[config.mk]
export PLATFORM = sky130hd
export DESIGN_NAME = instruction_fetch
export DESIGN_NICKNAME = d
export VERILOG_FILES = /design/src/rtl/instruction_fetch.sv
export SDC_FILE = /design/constraint.sdc
export NUM_CORES = 1
export LEC_CHECK = 0
export ABC_CLOCK_PERIOD_IN_PS = 1800
export BUFFER_PORTS_ARGS = -buffer_cell sky130_fd_sc_hd__buf_4
export CAP_MARGIN = 20
export CORE_UTILIZATION = 40
export CTS_CLUSTER_DIAMETER = 40
export DETAILED_ROUTE_END_ITERATION = 8
export PLACE_DENSITY = 0.87
export SETUP_SLACK_MARGIN = 0.5
export SYNTH_ARGS = -nofsm -noshare
export SYNTH_HDL_FRONTEND = slang
export SYNTH_SLANG_ARGS = --single-unit
[constraint.sdc]
create_clock -name clk -period 1.8 [get_ports clk]
set_input_delay 0.18 -clock clk [delete_from_list [all_inputs] [get_ports clk]]
set_output_delay 0.18 -clock clk [all_outputs]
set_load 0.005 [all_outputs]
[src/rtl/instruction_fetch.sv]
// rtl/instruction_fetch.sv - fetch stage: drives program_counter, reads instruction ROM, hands instructions to decode
module instruction_fetch #(
    parameter int ADDR_W = 15,
    parameter int DATA_W = 16
) (
    input  logic              clk,
    input  logic              rst,
    input  logic [ADDR_W-1:0] pc_out,
    output logic              pc_inc,
    output logic              pc_load,
    output logic [ADDR_W-1:0] pc_in,
    output logic              rom_req,
    output logic [ADDR_W-1:0] rom_addr,
    input  logic              rom_ack,
    input  logic [DATA_W-1:0] rom_data,
    output logic [DATA_W-1:0] instr,
    output logic [ADDR_W-1:0] instr_pc,
    output logic              instr_valid,
    input  logic              instr_ready,
    input  logic              redirect,
    input  logic [ADDR_W-1:0] redirect_addr
);

    typedef enum logic [1:0] {
        S_BOOT  = 2'd0,
        S_FETCH = 2'd1,
        S_HOLD  = 2'd2
    } state_t;

    state_t              r_state;
    logic [DATA_W-1:0]   r_instr;
    logic [ADDR_W-1:0]   r_instr_pc;
    logic                r_instr_valid;

    state_t              w_next;
    logic                w_pc_inc;
    logic                w_pc_load;
    logic [ADDR_W-1:0]   w_pc_in;
    logic                w_rom_req;
    logic [ADDR_W-1:0]   w_rom_addr;
    logic                w_capture;
    logic                w_clear;

    always_comb begin
        w_next     = r_state;
        w_pc_inc   = 1'b0;
        w_pc_load  = 1'b0;
        w_pc_in    = '0;
        w_rom_req  = 1'b0;
        w_rom_addr = '0;
        w_capture  = 1'b0;
        w_clear    = 1'b0;

        case (r_state)
            S_BOOT: begin
                // Force the PC to zero independent of the counter's own reset value.
                w_pc_load = 1'b1;
                w_next    = S_FETCH;
            end
            S_FETCH: begin
                w_rom_addr = pc_out;
                if (redirect) begin
                    w_pc_load = 1'b1;
                    w_pc_in   = redirect_addr;
                    w_clear   = 1'b1;
                end else begin
                    w_rom_req = 1'b1;
                    if (rom_ack) begin
                        w_capture = 1'b1;
                        w_pc_inc  = 1'b1;
                        w_next    = S_HOLD;
                    end
                end
            end
            S_HOLD: begin
                // A redirect drops the held instruction whether or not decode took it this cycle.
                if (redirect) begin
                    w_pc_load = 1'b1;
                    w_pc_in   = redirect_addr;
                    w_clear   = 1'b1;
                    w_next    = S_FETCH;
                end else if (instr_ready) begin
                    w_clear = 1'b1;
                    w_next  = S_FETCH;
                end
            end
            default: begin
                w_next = S_BOOT;
            end
        endcase

        if (!rst) begin
            w_next     = S_BOOT;
            w_pc_inc   = 1'b0;
            w_pc_load  = 1'b0;
            w_pc_in    = '0;
            w_rom_req  = 1'b0;
            w_rom_addr = '0;
            w_capture  = 1'b0;
            w_clear    = 1'b0;
        end
    end

    always_ff @(posedge clk) begin
        if (!rst) begin
            r_state       <= S_BOOT;
            r_instr       <= '0;
            r_instr_pc    <= '0;
            r_instr_valid <= 1'b0;
        end else begin
            r_state <= w_next;
            if (w_capture) begin
                r_instr       <= rom_data;
                r_instr_pc    <= pc_out;
                r_instr_valid <= 1'b1;
            end else if (w_clear) begin
                r_instr_valid <= 1'b0;
            end
        end
    end

    assign pc_inc      = w_pc_inc;
    assign pc_load     = w_pc_load;
    assign pc_in       = w_pc_in;
    assign rom_req     = w_rom_req;
    assign rom_addr    = w_rom_addr;
    assign instr       = r_instr;
    assign instr_pc    = r_instr_pc;
    assign instr_valid = r_instr_valid;

endmodule

Yosys cells after proc, flatten, opt, wreduce, memory -nomap -nowiden
Index checks and enable logic that the tools add are counted.
{"block": "classes", "n_eq_ne": 5, "muxes": 26, "n_reduce_logical": 4}
{"op": "$mux W15", "n": 5}
{"op": "$mux W1", "n": 14}
{"op": "$mux W2", "n": 4}
{"op": "$pmux W2 S3", "n": 1}
{"op": "$ne A2 B2 Y1 const B", "n": 2}
{"op": "$pmux W1 S2", "n": 2}
{"op": "$ne A3 B3 Y1 const B", "n": 1}
{"op": "$reduce_and A3 Y1", "n": 1}
{"op": "$eq A2 B1 Y1 const B", "n": 1}
{"op": "$eq A2 B2 Y1 const B", "n": 1}
{"op": "$logic_not A2 Y1", "n": 1}
{"op": "$reduce_bool A2 Y1", "n": 1}
{"op": "$reduce_or A2 Y1", "n": 1}
{"block": "word_totals", "reg_bits": 34, "word_cells": 39}

Longest topological paths before layout
{"block": "depth", "word_depth": 6, "mapped_depth": 8}

Worst setup path before layout
OpenSTA, ideal clock, no wires.
{"block": "synth_timing", "kind": "reg2out", "start": "register r_state[0]", "end": "output pc_in[10]", "t_arrival_ns": 1.225, "setup_slack_ns": 0.395, "path_stages_with_launch": 6, "path_buffers": 1, "path_cell_list": "dfxtp_1 -> inv_1 -> ha_1 -> and3_1 -> buf_2 -> and2_1"}
{"block": "synth_between", "elab_chain_cells": 4}
{"element": "from (decl)", "line": "30", "source": "state_t r_state;"}
{"element": "from (signal assigned)", "line": "111", "source": "r_state <= w_next;"}
{"element": "$eq A2 B2 Y1 or $eq A2 B1 Y1 (tied branches)", "line": "54", "source": "case (r_state)"}
{"element": "$reduce_or A2 Y1 (no line) (*)"}
{"element": "$mux W15 (*)"}
{"element": "$mux W15 (*)", "line": "92", "source": "if (!rst) begin"}
{"element": "to (decl)", "line": "11", "source": "output logic [ADDR_W-1:0] pc_in,"}
Mark *: on every way between the ends. The rest lies on a longest branch, timed or not.

Worst setup path in the final report
{"block": "layout_timing", "start": "register r_state[0]", "end": "output rom_addr[6]"}
{"block": "layout_between", "elab_chain_cells": 3}
{"element": "$eq A2 B1 Y1", "line": "54"}
{"element": "$mux W15", "line": "54"}
{"element": "$mux W15", "line": "92"}
{"element": "to (decl)", "line": "13", "source": "output logic [ADDR_W-1:0] rom_addr,"}
Every way passes these cells.

==> flow_metrics.py <==
metrics = {
    "timing": {
        "slew-limit-headroom": 0.8230,
        "tightest_slew_ns": 0.2654,
        "rsz0062_at_grt": "true",
        "fin_setup_tns_ns": 0,
        "holdWs_ns": 0.1514,
        "finalSetupViolCount": 0,
        "fin_crit_ns": 1.615,
        "skew_ns": 0.006490,
        "period_share": 0.8975,
        "fmax_mhz": 619.0,
        "slew_viol_final": 0,
        "hold_violations": 0,
    },
    "grt": {
        "overflow": 0,
        "track_usage": 0.2115,
        "antenna_found_initial": 0,
        "grt_pass1_vias": 1602,
        "grt_pass1_wl_um": 6948,
        "grt_max_degree": 33,
    },
    "logic_synthesis": {
        "syn-cell-area_um2": 1624,
        "synth_flop_cell": "dfxtp_1",
        "synth-seq-cells": 34,
        "yosys_warnings": 0,
        "avgSynthCellArea_um2": 8.120,
        "async_flop_share": 0,
        "ys_seq_area_frac": 0.4191,
        "syn_inst": 200,
        "synth-edff-count": 0,
        "post_synth_num_cell_types": 22,
        "synth_fp_nets": 256,
    },
    "critical_path": {
        "critPathMaxFanout": 5,
        "r2r_cells": 8,
        "arrival_ns": 1.44,
        "end_kind": "output port",
        "cp-start-kind": "register",
        "r2r-end": "instr_pc[3]$_SDFFE_PN0P_",
        "reg2reg_from": "r_state[0]$_SDFFE_PN0P_",
        "worstSetupPathType": "reg2out",
        "r2r_setup_slack_ns": 0.27,
        "required_ns": 1.62,
    },
    "pwr": {
        "p_per_area_nw_per_um2": 857.4,
        "ir_worst_vdd_mv": 0.6384,
        "p_leak_nw": 1.541,
    },
    "die": {
        "dieArea_um2": 4319,
        "die_w_um": 65.72,
        "start_util": 0.4307,
        "core.rowCount": 22,
        "die_h_um": 65.72,
        "ioPinCount": 116,
        "coreArea_um2": 3771,
    },
    "cells_and_area": {
        "finalNonFillerCells": 378,
        "fin_nets": 387,
        "utilization": 0.8849,
        "fill_cells": 190,
        "multi_input_area_um2": 1182,
        "diodes": 0,
        "drive_gt1_frac": 0.6545,
        "area_growth_syn_to_layout_pct": 105.5,
        "regArea_um2": 685.7,
    },
    "route": {
        "dr.first_iter.drc_count": 68,
        "ant_nets": 0,
        "avgRoutedWirePerCell_um": 17.21,
        "vias_per_cell": 5.188,
        "firstDrtPassIters": 4,
        "wl_um": 6504,
        "drc_errors": 0,
        "dr_total_vias": 1961,
    },
    "outcome": {
        "status": "finished clean",
    },
    "min_path": {
        "whs_endpoint": "instr_pc[5]$_SDFFE_PN0P_",
        "hold_class": "in2reg",
        "min-delay-start": "pc_out[5]",
        "worstHoldPathCells": 3,
    },
    "cts": {
        "htreeDepth": 2,
        "clk_latency_ns": 0.28,
        "cts_buffer_depth": 2,
        "path_clk_slew_ns": 0.07,
        "cts_root_buf": "clkbuf_8",
        "cts_tree": "built",
        "hold_buffers": 0,
        "clock_sinks": 34,
        "numCtsBuffers": 5,
    },
    "placed_design": {
        "dp_hpwl_um": 3121,
        "gp_congestion": 0.8197,
        "port_buffers": 115,
        "place_inst": 352,
    },
    "job": {
        "drv_cap": 0,
    },
}
==> metal layers <==
metal	track usage	wire (um)
met5	0	0
met3	0.07639	447
met4	0.07609	96
met2	0.3827	3476
met1	0.2207	2483
==> cells in the mapped netlist, types with 2 or more instances <==
library cell	n	area, um2
and2_1	15	93.84
and3_1	16	100.1
nor2_1	2	7.510
inv_1	3	11.26
buf_4	4	30.03
dfxtp_1	34	680.7
a21boi_1	30	225.2
o21ai_0	2	10.01
a21boi_0	2	15.01
ha_1	5	62.56
clkbuf_1	6	22.52
nand2_1	66	247.7
buf_2	4	20.02
mux2i_1	2	20.02
a21oi_1	2	10.01
==> cells in the final DEF, fill, tap and decap left out <==
cell	netlist	final
nand2_1	66	38
and3_4	0	10
inv_2	1	1
ha_1	5	3
buf_4	4	101
inv_4	0	1
buf_8	0	3
and2_1	15	4
a22oi_2	0	1
nor2_1	2	2
o21ai_0	2	2
a21oi_1	2	2
clkbuf_8	0	6
and3_1	16	7
ha_4	0	2
nand4b_4	1	1
buf_6	1	24
clkinv_4	0	1
a21boi_2	0	13
inv_1	3	1
buf_12	0	4
nand2_2	0	8
dfxtp_4	0	1
mux2i_1	2	2
nor3b_2	0	1
dfxtp_1	34	32
dfxtp_2	0	1
and2_4	0	11
nand2_4	0	20
o211ai_1	1	1
clkbuf_16	0	6
a21boi_1	30	19
nand2b_1	1	1
==> registers in the layout, indices dropped and copies added (netlist names) <==
signal       count
r_state          2
instr_valid      1
instr_pc        15
instr           16
==> timing repair <==
action                     CTS  global route
cloned                       1             9
resized for setup           21           108
buffers inserted             5             5
pin swaps                   13            68
setup endpoints to repair   67            67
==> power by group <==
group	switching, W	total, W	internal, W	leakage, nW
Clock	0.000264	0.000559	0.000295	0.0431
Sequential	0.0000475	0.000857	0.000810	0.276
Combinational	0.000582	0.00144	0.000863	1.22
==> cell families after synthesis <==
kind of cell | Yosys count | synth area share
and+or+nand+nor | 102 | 0.2997
AOI/OAI and AO/OA | 38 | 0.1695
DFF | 34 | 0.4191
buffers and inverters | 19 | 0.06086
adders and majority gates | 5 | 0.03852
muxes | 2 | 0.01233
==> cell type report <==
class,instances,area share
multi-input combinational,148,0.3543
timing repair buffer,138,0.3907
clock buffer,6,0.02475
inverter,4,0.006749
tap,48,0.01800
sequential,34,0.2055
==> stage by stage <==
stage                     setup slack, ns  area, um2  total power (W)
after global placement             0.3560       2526         0.001606
after detailed placement           0.3264       2526         0.001629
final                              0.1846       3337         0.002861
after floorplan                    0.5077       1647         0.001263
after global routing               0.1393       3337         0.002969
after CTS                          0.2027       2719         0.002315
==> worst max path at each step <==
stage | slack, ns | cells after the start | to | startpoint
floorplan | 0.51 | 5 | pc_in[10] | r_state[0]$_SDFFE_PN0P_
global placement | 0.36 | 5 | r_state[0]$_SDFFE_PN0P_ | r_state[1]$_SDFFE_PN0P_
detailed placement | 0.33 | 5 | r_state[0]$_SDFFE_PN0P_ | r_state[1]$_SDFFE_PN0P_
CTS | 0.20 | 5 | pc_in[1] | r_state[0]$_SDFFE_PN0P_
global route | 0.14 | 6 | pc_inc | r_state[0]$_SDFFE_PN0P_
finish | 0.18 | 5 | rom_addr[6] | r_state[0]$_SDFFE_PN0P_
==> worst max-delay path, stage by stage, from the launching register on <==
cell       delay [ns]
dfxtp_4          0.36
buf_6            0.12
ha_4             0.19
clkbuf_16        0.16
and3_1           0.18
buf_4            0.14
No activity file was read; power rests on OpenSTA's default activity.
